==> src/rtl/nn_result_streamer.sv <==
// Result streamer: snapshots the network output vector after a fixed
// latency and emits one beat per score, then an argmax class beat.
module nn_result_streamer #(
  parameter int WIDTH   = 8,
  parameter int NFRAC   = 0,
  parameter int SIZE    = 5,
  parameter int LATENCY = 2,
  parameter int IDX_W   = 3
) (
  input  logic                    clk,
  input  logic                    reset,
  input  logic                    start,
  input  logic signed [WIDTH-1:0] input_data [0:SIZE-1],
  output logic signed [WIDTH-1:0] out_data,
  output logic [IDX_W-1:0]        out_index,
  output logic                    out_valid,
  input  logic                    out_ready,
  output logic                    out_last,
  output logic                    busy,
  output logic                    dropped
);

  localparam int CW = (LATENCY > 1) ? $clog2(LATENCY) : 1;

  if (SIZE < 2 || LATENCY < 1 || (1 << IDX_W) <= SIZE ||
      NFRAC < 0 || NFRAC > WIDTH) begin : g_param_chk
    $error("nn_result_streamer: bad parameters");
  end

  typedef enum logic [1:0] {
    IDLE,
    WAIT,
    SEND,
    CLASS
  } state_t;

  state_t                  state_q, state_d;
  logic [CW-1:0]           cnt_q, cnt_d;
  logic [IDX_W-1:0]        idx_q, idx_d;
  logic [IDX_W-1:0]        amax_q, amax_d;
  logic [IDX_W-1:0]        amax_c;
  logic signed [WIDTH-1:0] best;
  logic signed [WIDTH-1:0] buf_q [0:SIZE-1];
  logic signed [WIDTH-1:0] buf_d [0:SIZE-1];
  logic                    drop_q, drop_d;
  logic                    fire;

  // Strict greater-than keeps the lowest index on ties.
  always_comb begin
    amax_c = '0;
    best   = input_data[0];
    for (int i = 1; i < SIZE; i++) begin
      if (input_data[i] > best) begin
        best   = input_data[i];
        amax_c = IDX_W'(i);
      end
    end
  end

  assign out_valid = (state_q == SEND) || (state_q == CLASS);
  assign out_last  = (state_q == CLASS);
  assign busy      = (state_q != IDLE);
  assign dropped   = drop_q;
  assign fire      = out_valid && out_ready;

  always_comb begin
    out_data  = '0;
    out_index = '0;
    unique case (state_q)
      SEND: begin
        out_data  = buf_q[idx_q];
        out_index = idx_q;
      end
      CLASS: begin
        out_data  = WIDTH'(amax_q);
        out_index = IDX_W'(SIZE);
      end
      default: ;
    endcase
  end

  always_comb begin
    state_d = state_q;
    cnt_d   = cnt_q;
    idx_d   = idx_q;
    amax_d  = amax_q;
    buf_d   = buf_q;
    drop_d  = drop_q;
    unique case (state_q)
      IDLE: begin
        if (start) begin
          state_d = WAIT;
          cnt_d   = CW'(LATENCY - 1);
        end
      end
      WAIT: begin
        if (start) drop_d = 1'b1;
        if (cnt_q == '0) begin
          buf_d   = input_data;
          amax_d  = amax_c;
          idx_d   = '0;
          state_d = SEND;
        end else begin
          cnt_d = cnt_q - 1'b1;
        end
      end
      SEND: begin
        if (start) drop_d = 1'b1;
        if (fire) begin
          if (idx_q == IDX_W'(SIZE - 1)) state_d = CLASS;
          else idx_d = idx_q + 1'b1;
        end
      end
      CLASS: begin
        // A start on the closing handshake chains straight into the next frame.
        if (fire && start) begin
          state_d = WAIT;
          cnt_d   = CW'(LATENCY - 1);
        end else if (fire) begin
          state_d = IDLE;
        end else if (start) begin
          drop_d = 1'b1;
        end
      end
      default: state_d = IDLE;
    endcase
  end

  always_ff @(posedge clk or negedge reset) begin
    if (!reset) begin
      state_q <= IDLE;
      cnt_q   <= '0;
      idx_q   <= '0;
      amax_q  <= '0;
      drop_q  <= 1'b0;
      for (int i = 0; i < SIZE; i++) buf_q[i] <= '0;
    end else begin
      state_q <= state_d;
      cnt_q   <= cnt_d;
      idx_q   <= idx_d;
      amax_q  <= amax_d;
      drop_q  <= drop_d;
      buf_q   <= buf_d;
    end
  end

endmodule

==> config.mk <==
export PLATFORM = sky130hd
export DESIGN_NAME = nn_result_streamer
export DESIGN_NICKNAME = d
export VERILOG_FILES = /design/src/rtl/nn_result_streamer.sv
export SDC_FILE = /design/constraint.sdc
export NUM_CORES = 1
export LEC_CHECK = 0
export BUFFER_PORTS_ARGS = -buffer_cell sky130_fd_sc_hd__buf_4
export CAP_MARGIN = 30
export CORE_ASPECT_RATIO = 1.1
export CORE_MARGIN = 2
export CORE_UTILIZATION = 55
export DETAILED_ROUTE_END_ITERATION = 8
export PLACE_DENSITY_LB_ADDON = 0.25
export SLEW_MARGIN = 10
export SYNTH_ARGS = -nofsm -noshare
export SYNTH_HDL_FRONTEND = slang
export SYNTH_SLANG_ARGS = --single-unit
==> constraint.sdc <==
create_clock -name clk -period 2.95 [get_ports clk]
set_clock_uncertainty 0.2 [all_clocks]
set_input_delay 0 -clock clk [delete_from_list [all_inputs] [get_ports clk]]
set_output_delay 0 -clock clk [all_outputs]
set_load 0.01 [all_outputs]
==> reports/metrics.yaml, run 1 <==
logic_synthesis:
  synth-edff-count: 0
  ys_ff_latch: 50
  synth_warnings: 0
  yosys.cell_types.count: 49
  seq_area_frac_synth: 0.354
  synth_area_mm2: 0.00354
  yosys.area.top_type_share: 0.354
  ys.flop_type: "dfrtp_1"
  synth.avg_cell_area_um2: 8.57
  synth_cells: 413
  synth_fp_nets: 494
  synth_area_leaders: "dfrtp_1, ha_1, nand2_1"
  yosys.area.top_type: "dfrtp_1"
  ys_async_sr_fraction: 1.00
timing:
  relSlewSlack: 0.463
  fin_crit_ns: 6.14
  finalCritPeriodShare: 2.08
  slew_violations: 0
  setup_violations: 3
  max_freq_mhz: 163
  fin_setup_tns_ns: -9.41
  worstMarginPinSlew_ns: 0.800
  finalHoldViolations: 0
  rsz0062_at_grt: "true"
  setup_ws_ns: -3.19
critical_path:
  arrival_ns: 6.18
  path_class: "in2reg"
  cp-end-kind: "register"
  critPathMaxStageDelay_ns: 0.35
  reg2regPathDepth: 8
  crit_path_max_fanout: 7
  slowest_stage: "mux2_4"
  cp-start-kind: "input port"
  crit_top_cell: "o21a_1"
  cp_data_required_time_ns: 2.99
clock_network:
  clock-sinks: 50
  h-tree-depth: 2
  clk_pin_slew_ns: 0.09
  cts_tree: "built"
  cts-root-buf: "clkbuf_8"
  cts_inserted_buffers: 5
  insertion_delay_ns: 0.31
  clockBufferDepth: 2
route:
  viasPerCell: 6.00
  wirelength_um: 13400
  route.met3.wl_um: 777
  wl_per_cell_um: 20.0
  antenna_left: 0
  vias: 4016
  drc: 0
  top_layer: "met4"
  wl_met2_um: 6620
  wl_met1_um: 5050
  drtIter0Drc: 324
  drtPass1Iterations: 5
final_layout:
  multiInputGateArea_mm2: 0.00236
  register_area_mm2: 0.00125
  syn_to_final_growth_pct: 55.0
  layout-drive-gt1-share: 0.357
  layout_common_cells: "buf_4, nand2_1, dfrtp_1"
  fill_cells: 292
  finalCoreUtilization: 0.885
  nets: 669
  layout_commonest_cell: "buf_4"
  diodes: 0
global_routing:
  grt_usage: 0.384
  grt_pass1_wl_um: 20200
  antenna_found_initial: 0
  grt_max_degree: 55
  grt_pass1_vias: 4037
  grt.overflow.total: 0
place:
  io_buffer_count: 58
  routabilityCongestion: 0.884
  dp_hpwl_um: 8280
  post-place-ws_ns: -3.51
power_and_ir_drop:
  ir_drop_mv: 0.625
  powerDensity_mw_per_mm2: 773
  p_leak_nw: 2.69
floorplanning:
  io_pins: 59
  start_util: 0.571
  die_h_um: 88.1
  die_w_um: 80.5
  die_area_mm2: 0.00709
  rows: 30
  coreArea_mm2: 0.00619
worst_hold_path:
  hp-class: "in2async"
job:
  drv_cap: 0
outcome:
  violations: "setup timing"
  outcome: "finished, violations left"
-- Yosys cell counts, types with 2 or more instances --
cell type and count:
nand3_1 6, dfrtp_1 50, nand2_1 114, xnor2_1 3, o211ai_1 3, o31ai_1 2
o21ai_0 30, mux2i_1 2, a31oi_1 8, a22oi_1 8, a21oi_1 10, o21a_1 9
nand4_1 4, mux4_2 8, a21o_1 3, clkbuf_1 15, or3_1 6, a211o_1 2
and2_1 8, mux2_2 7, ha_1 37, nor3_1 2, nor2_1 15, nor2b_1 6
a31o_2 3, and3_1 2, inv_1 28
-- registers in the layout, indices dropped and copies added (netlist names) --
name and flops:
amax_q 3, buf_q 40, cnt_q 1, dropped 1
idx_q 3, state_q 2
-- stage by stage --
stage	cell area, µm²	total power [W]	instances	hold slack (ns)
2_1_floorplan	3700	0.00260	413	-0.496
3_3_place_gp	4660	0.00328	602	-0.146
3_5_place_dp	4660	0.00338	602	-0.146
4_1_cts	5360	0.00399	667	0.0636
5_1_grt	5480	0.00450	669	0.100
6_report	5480	0.00424	669	0.0393
-- final cells by class --
type | instances | area share
Clock buffer | 6 | 0.0132
Clock inverter | 2 | 0.00685
Inverter | 29 | 0.0230
Multi-Input combinational cell | 316 | 0.431
Sequential cell | 50 | 0.228
Tap cell | 80 | 0.0183
Timing Repair Buffer | 186 | 0.279
-- worst paths after layout --
| check | start | to | slack, ns |
|---|---|---|---|
| setup / recovery | input_data[38] | amax_q[0] | -3.19 |
| hold / removal | reset | buf_q[34] | 0.04 |
| setup reg to reg | state_q[0] | state_q[0] | 0.49 |
| hold reg to reg | buf_q[9] | buf_q[9] | 0.29 |
| max in group asynchronous | reset | buf_q[6] | 2.07 |
| min in group clk | input_data[4] | buf_q[4] | 0.26 |
-- timing repair --
item	in CTS	in global routing
buffers inserted	13	2
cloned	0	0
hold endpoints to repair	95	0
setup endpoints to repair	3	3
pin swaps	14	11
resized for setup	13	22
hold buffers	44	0
-- layer usage --
metal,track usage,vias up
li1,-,1776
met5,0,-
met3,0.0557,79
met4,0.231,0
met1,0.454,1948
met2,0.662,213
-- cell families after synthesis --
family          after synthesis  share of synthesized area
buf+inv                      47                     0.0523
xor+xnor                      4                    0.00990
simple gates                167                      0.202
mux                          18                     0.0831
compound gates               89                      0.165
fa+ha+maj                    38                      0.134
flops                        50                      0.354
-- report_power, final --
part	total [W]	internal, W	switching [W]
registers	0.00130	0.00102	0.000281
logic	0.00245	0.00116	0.00130
clock network	0.000486	0.000253	0.000233
total	0.00424	0.00243	0.00181
-- worst max-delay path, delay by kind of cell --
family | cells | cell delay [ns]
compound gates | 19 | 3.47
simple gates | 9 | 1.03
fa+ha+maj | 4 | 0.93
buf+inv | 4 | 0.40
mux | 1 | 0.35
Power figures use the tool's default switching activity.
==> run 2: changes to the inputs <==
Clock period 2.95 ns to 7.45 ns, I/O delays scaled along.
==> run 2 against run 1 <==
The flow now finishes without violations. Cell count fell by 11%. Flip-flop and latch count is the same. Clock power fell by 52%. Critical path type unchanged. Critical endpoint unchanged. Largest cell class unchanged. Largest power group unchanged.
==> reports/metrics.yaml, run 2 (synthesis gave the netlist of run 1 again) <==
critical_path:
  cp_data_required_time_ns: 7.47  # +4.48 ns
  cp-end-kind: "register"
  path_class: "in2reg"
  cp-start-kind: "input port"
  crit_path_max_fanout: 8  # +1
  slowest_stage: "dlygate4sd3_1"
  crit_top_cell: "o21a_1"
  critPathMaxStageDelay_ns: 0.56  # +0.21 ns
  arrival_ns: 7.19  # +1.01 ns
place:
  routabilityCongestion: 0.996  # +13%
  dpl_cell_area_mm2: 0.00403  # -14%
  io_buffer_count: 58  # unchanged
  post-place-ws_ns: 0.459  # +3.97 ns
  dp_hpwl_um: 7430  # -10%
power_and_ir_drop:
  ir_drop_mv: 0.223  # -64%
  powerDensity_mw_per_mm2: 325  # -58%
  power_switching_w: 0.000611  # -66%
  seq_power_share: 0.326  # +0.019
  p_leak_nw: 2.34  # -13%
  p_sw_frac: 0.397  # -0.0303
  internal_power_w: 0.000931  # -62%
  clkPwrFrac: 0.151  # +0.036
  p_comb_frac: 0.523  # -0.056
final_layout:
  syn_to_final_growth_pct: 34.1
  top_register: "buf_q"
  largest_reg_flops: 40  # unchanged
  top_regs: "buf_q (40), amax_q (3), idx_q (3)"
  layout-drive-gt1-share: 0.213  # -0.144
  finalCoreUtilization: 0.766  # -0.119
  layout_commonest_cell: "nand2_1"
  fill_cells: 468  # +60%
  nets: 597  # -11%
  diodes: 0  # unchanged
  fin_area_mm2: 0.00475  # -13%
  layout_common_cells: "nand2_1, buf_4, dfrtp_1"
floorplanning:
  coreArea_mm2: 0.00619  # unchanged
  start_util: 0.571  # unchanged
  die_area_mm2: 0.00709  # unchanged
  rows: 30  # unchanged
  die_w_um: 80.5  # unchanged
  io_pins: 59  # unchanged
  die_h_um: 88.1  # unchanged
route:
  antenna_left: 0  # unchanged
  drtPass1Iterations: 5  # unchanged
  wl_per_cell_um: 17.5  # -13%
  drc: 0  # unchanged
  vias: 3400  # -15%
  wirelength_um: 10400  # -22%
  drtIter0Drc: 315  # -2.8%
  viasPerCell: 5.70  # -5.1%
clock_network:
  cts_inserted_buffers: 5  # unchanged
  insertion_delay_ns: 0.30  # about the same
  clk_pin_slew_ns: 0.09  # about the same
  clockBufferDepth: 2  # unchanged
  cts_tree: "built"
  cts-root-buf: "clkbuf_8"
  clock-sinks: 50  # unchanged
  h-tree-depth: 2  # unchanged
timing:
  relSlewSlack: 0.410  # -0.0529
  worstMarginPinSlew_ns: 0.879  # +0.0787 ns
  hold_ws_ns: 0.0548  # +0.0155 ns
  finalHoldViolations: 0  # unchanged
  max_freq_mhz: 140
  setup_violations: 0  # -3
  fin_crit_ns: 7.17
  finalCritPeriodShare: 0.962
  setup_ws_ns: 0.285  # +3.48 ns
  slew_violations: 0  # unchanged
global_routing:
  use_met3: 0.0351  # -0.0206
  antenna_found_initial: 0  # unchanged
  grt_max_degree: 55  # unchanged
  busiest_layer: "met2"
  grt_pass1_wl_um: 16500  # -18%
  use_met2: 0.537  # -0.125
  grt_usage: 0.307  # -0.0777
  grt_pass1_vias: 3318  # -18%
  grt.overflow.total: 0  # unchanged
  use_met1: 0.397  # -0.0566
worst_hold_path:
  hp-class: "in2async"
job:
  drv_cap: 0  # unchanged
outcome:
  outcome: "completed"
==> run 2: cell count changes in the layout (fill, tap and decap cells not counted), sizes merged <==
| cell | previous run | this run |
|---|---|---|
| buf | 142 | 70 |
| bufinv | 1 | 2 |
| clkinvlp | 1 | 0 |
==> run 2: power by group through the flow <==
stage / Sequential, W / Clock [W] / Combinational, W
global placement: 0.000502 / 0 / 0.000726
floorplan: 0.000458 / 0 / 0.000548
finish: 0.000503 / 0.000233 / 0.000807
CTS: 0.000503 / 0.000236 / 0.000766
detailed placement: 0.000510 / 0 / 0.000744
global route: 0.000518 / 0.000248 / 0.000898
==> run 2: final cells by class <==
cell class,instances,area [µm²],share of cell area
clock buffer,6,82.6,0.0174
multi-input combinational,316,2160,0.456
sequential,50,1250,0.264
inverter,29,109,0.0229
tap,80,100,0.0211
timing repair buffer,114,981,0.207
clock inverter,2,60.1,0.0127
==> run 2: final timing paths <==
path	from	to	slack [ns]	cells after the start
max in group asynchronous	reset	buf_q[11]	6.57	2
setup / recovery	input_data[29]	amax_q[0]	0.28	39
hold / removal	reset	buf_q[37]	0.05	2
hold reg to reg	buf_q[32]	buf_q[32]	0.28	2
min in group clk	input_data[2]	buf_q[2]	0.26	4
setup reg to reg	idx_q[0]	state_q[1]	5.07	6
==> run 2: stage by stage <==
stage / setup TNS (ns) / instances / power, W
6_report: 0 / 597 / 0.00154
5_1_grt: -0.0398 / 597 / 0.00166
4_1_cts: 0 / 589 / 0.00151
3_5_place_dp: 0 / 537 / 0.00125
3_3_place_gp: 0 / 537 / 0.00123
2_1_floorplan: 0 / 413 / 0.00101
==> run 2: routing by layer <==
metal / part of all wire / vias up / wire [µm]
met3: 0.057 / 22 / 595
met5: 0 / - / 0
met1: 0.41 / 1617 / 4240
li1: - / 1635 / -
met4: 0.026 / 0 / 269
met2: 0.51 / 126 / 5330
==> run 2: worst max-delay path, delay by kind of cell <==
family	cells	cell delay, ns
AOI/OAI and AO/OA	20	3.56
adders and majority gates	4	1.12
buffers and inverters	5	1.07
muxes	1	0.34
and+or+nand+nor	9	1.09
==> run 2: repair_timing <==
action | in CTS | in global routing
endpoints found under the setup margin | 0 | 3
setup buffers | 0 | 8
hold buffers | 44 | 0
hold endpoints to repair | 95 | 0
resized for setup | 0 | 18
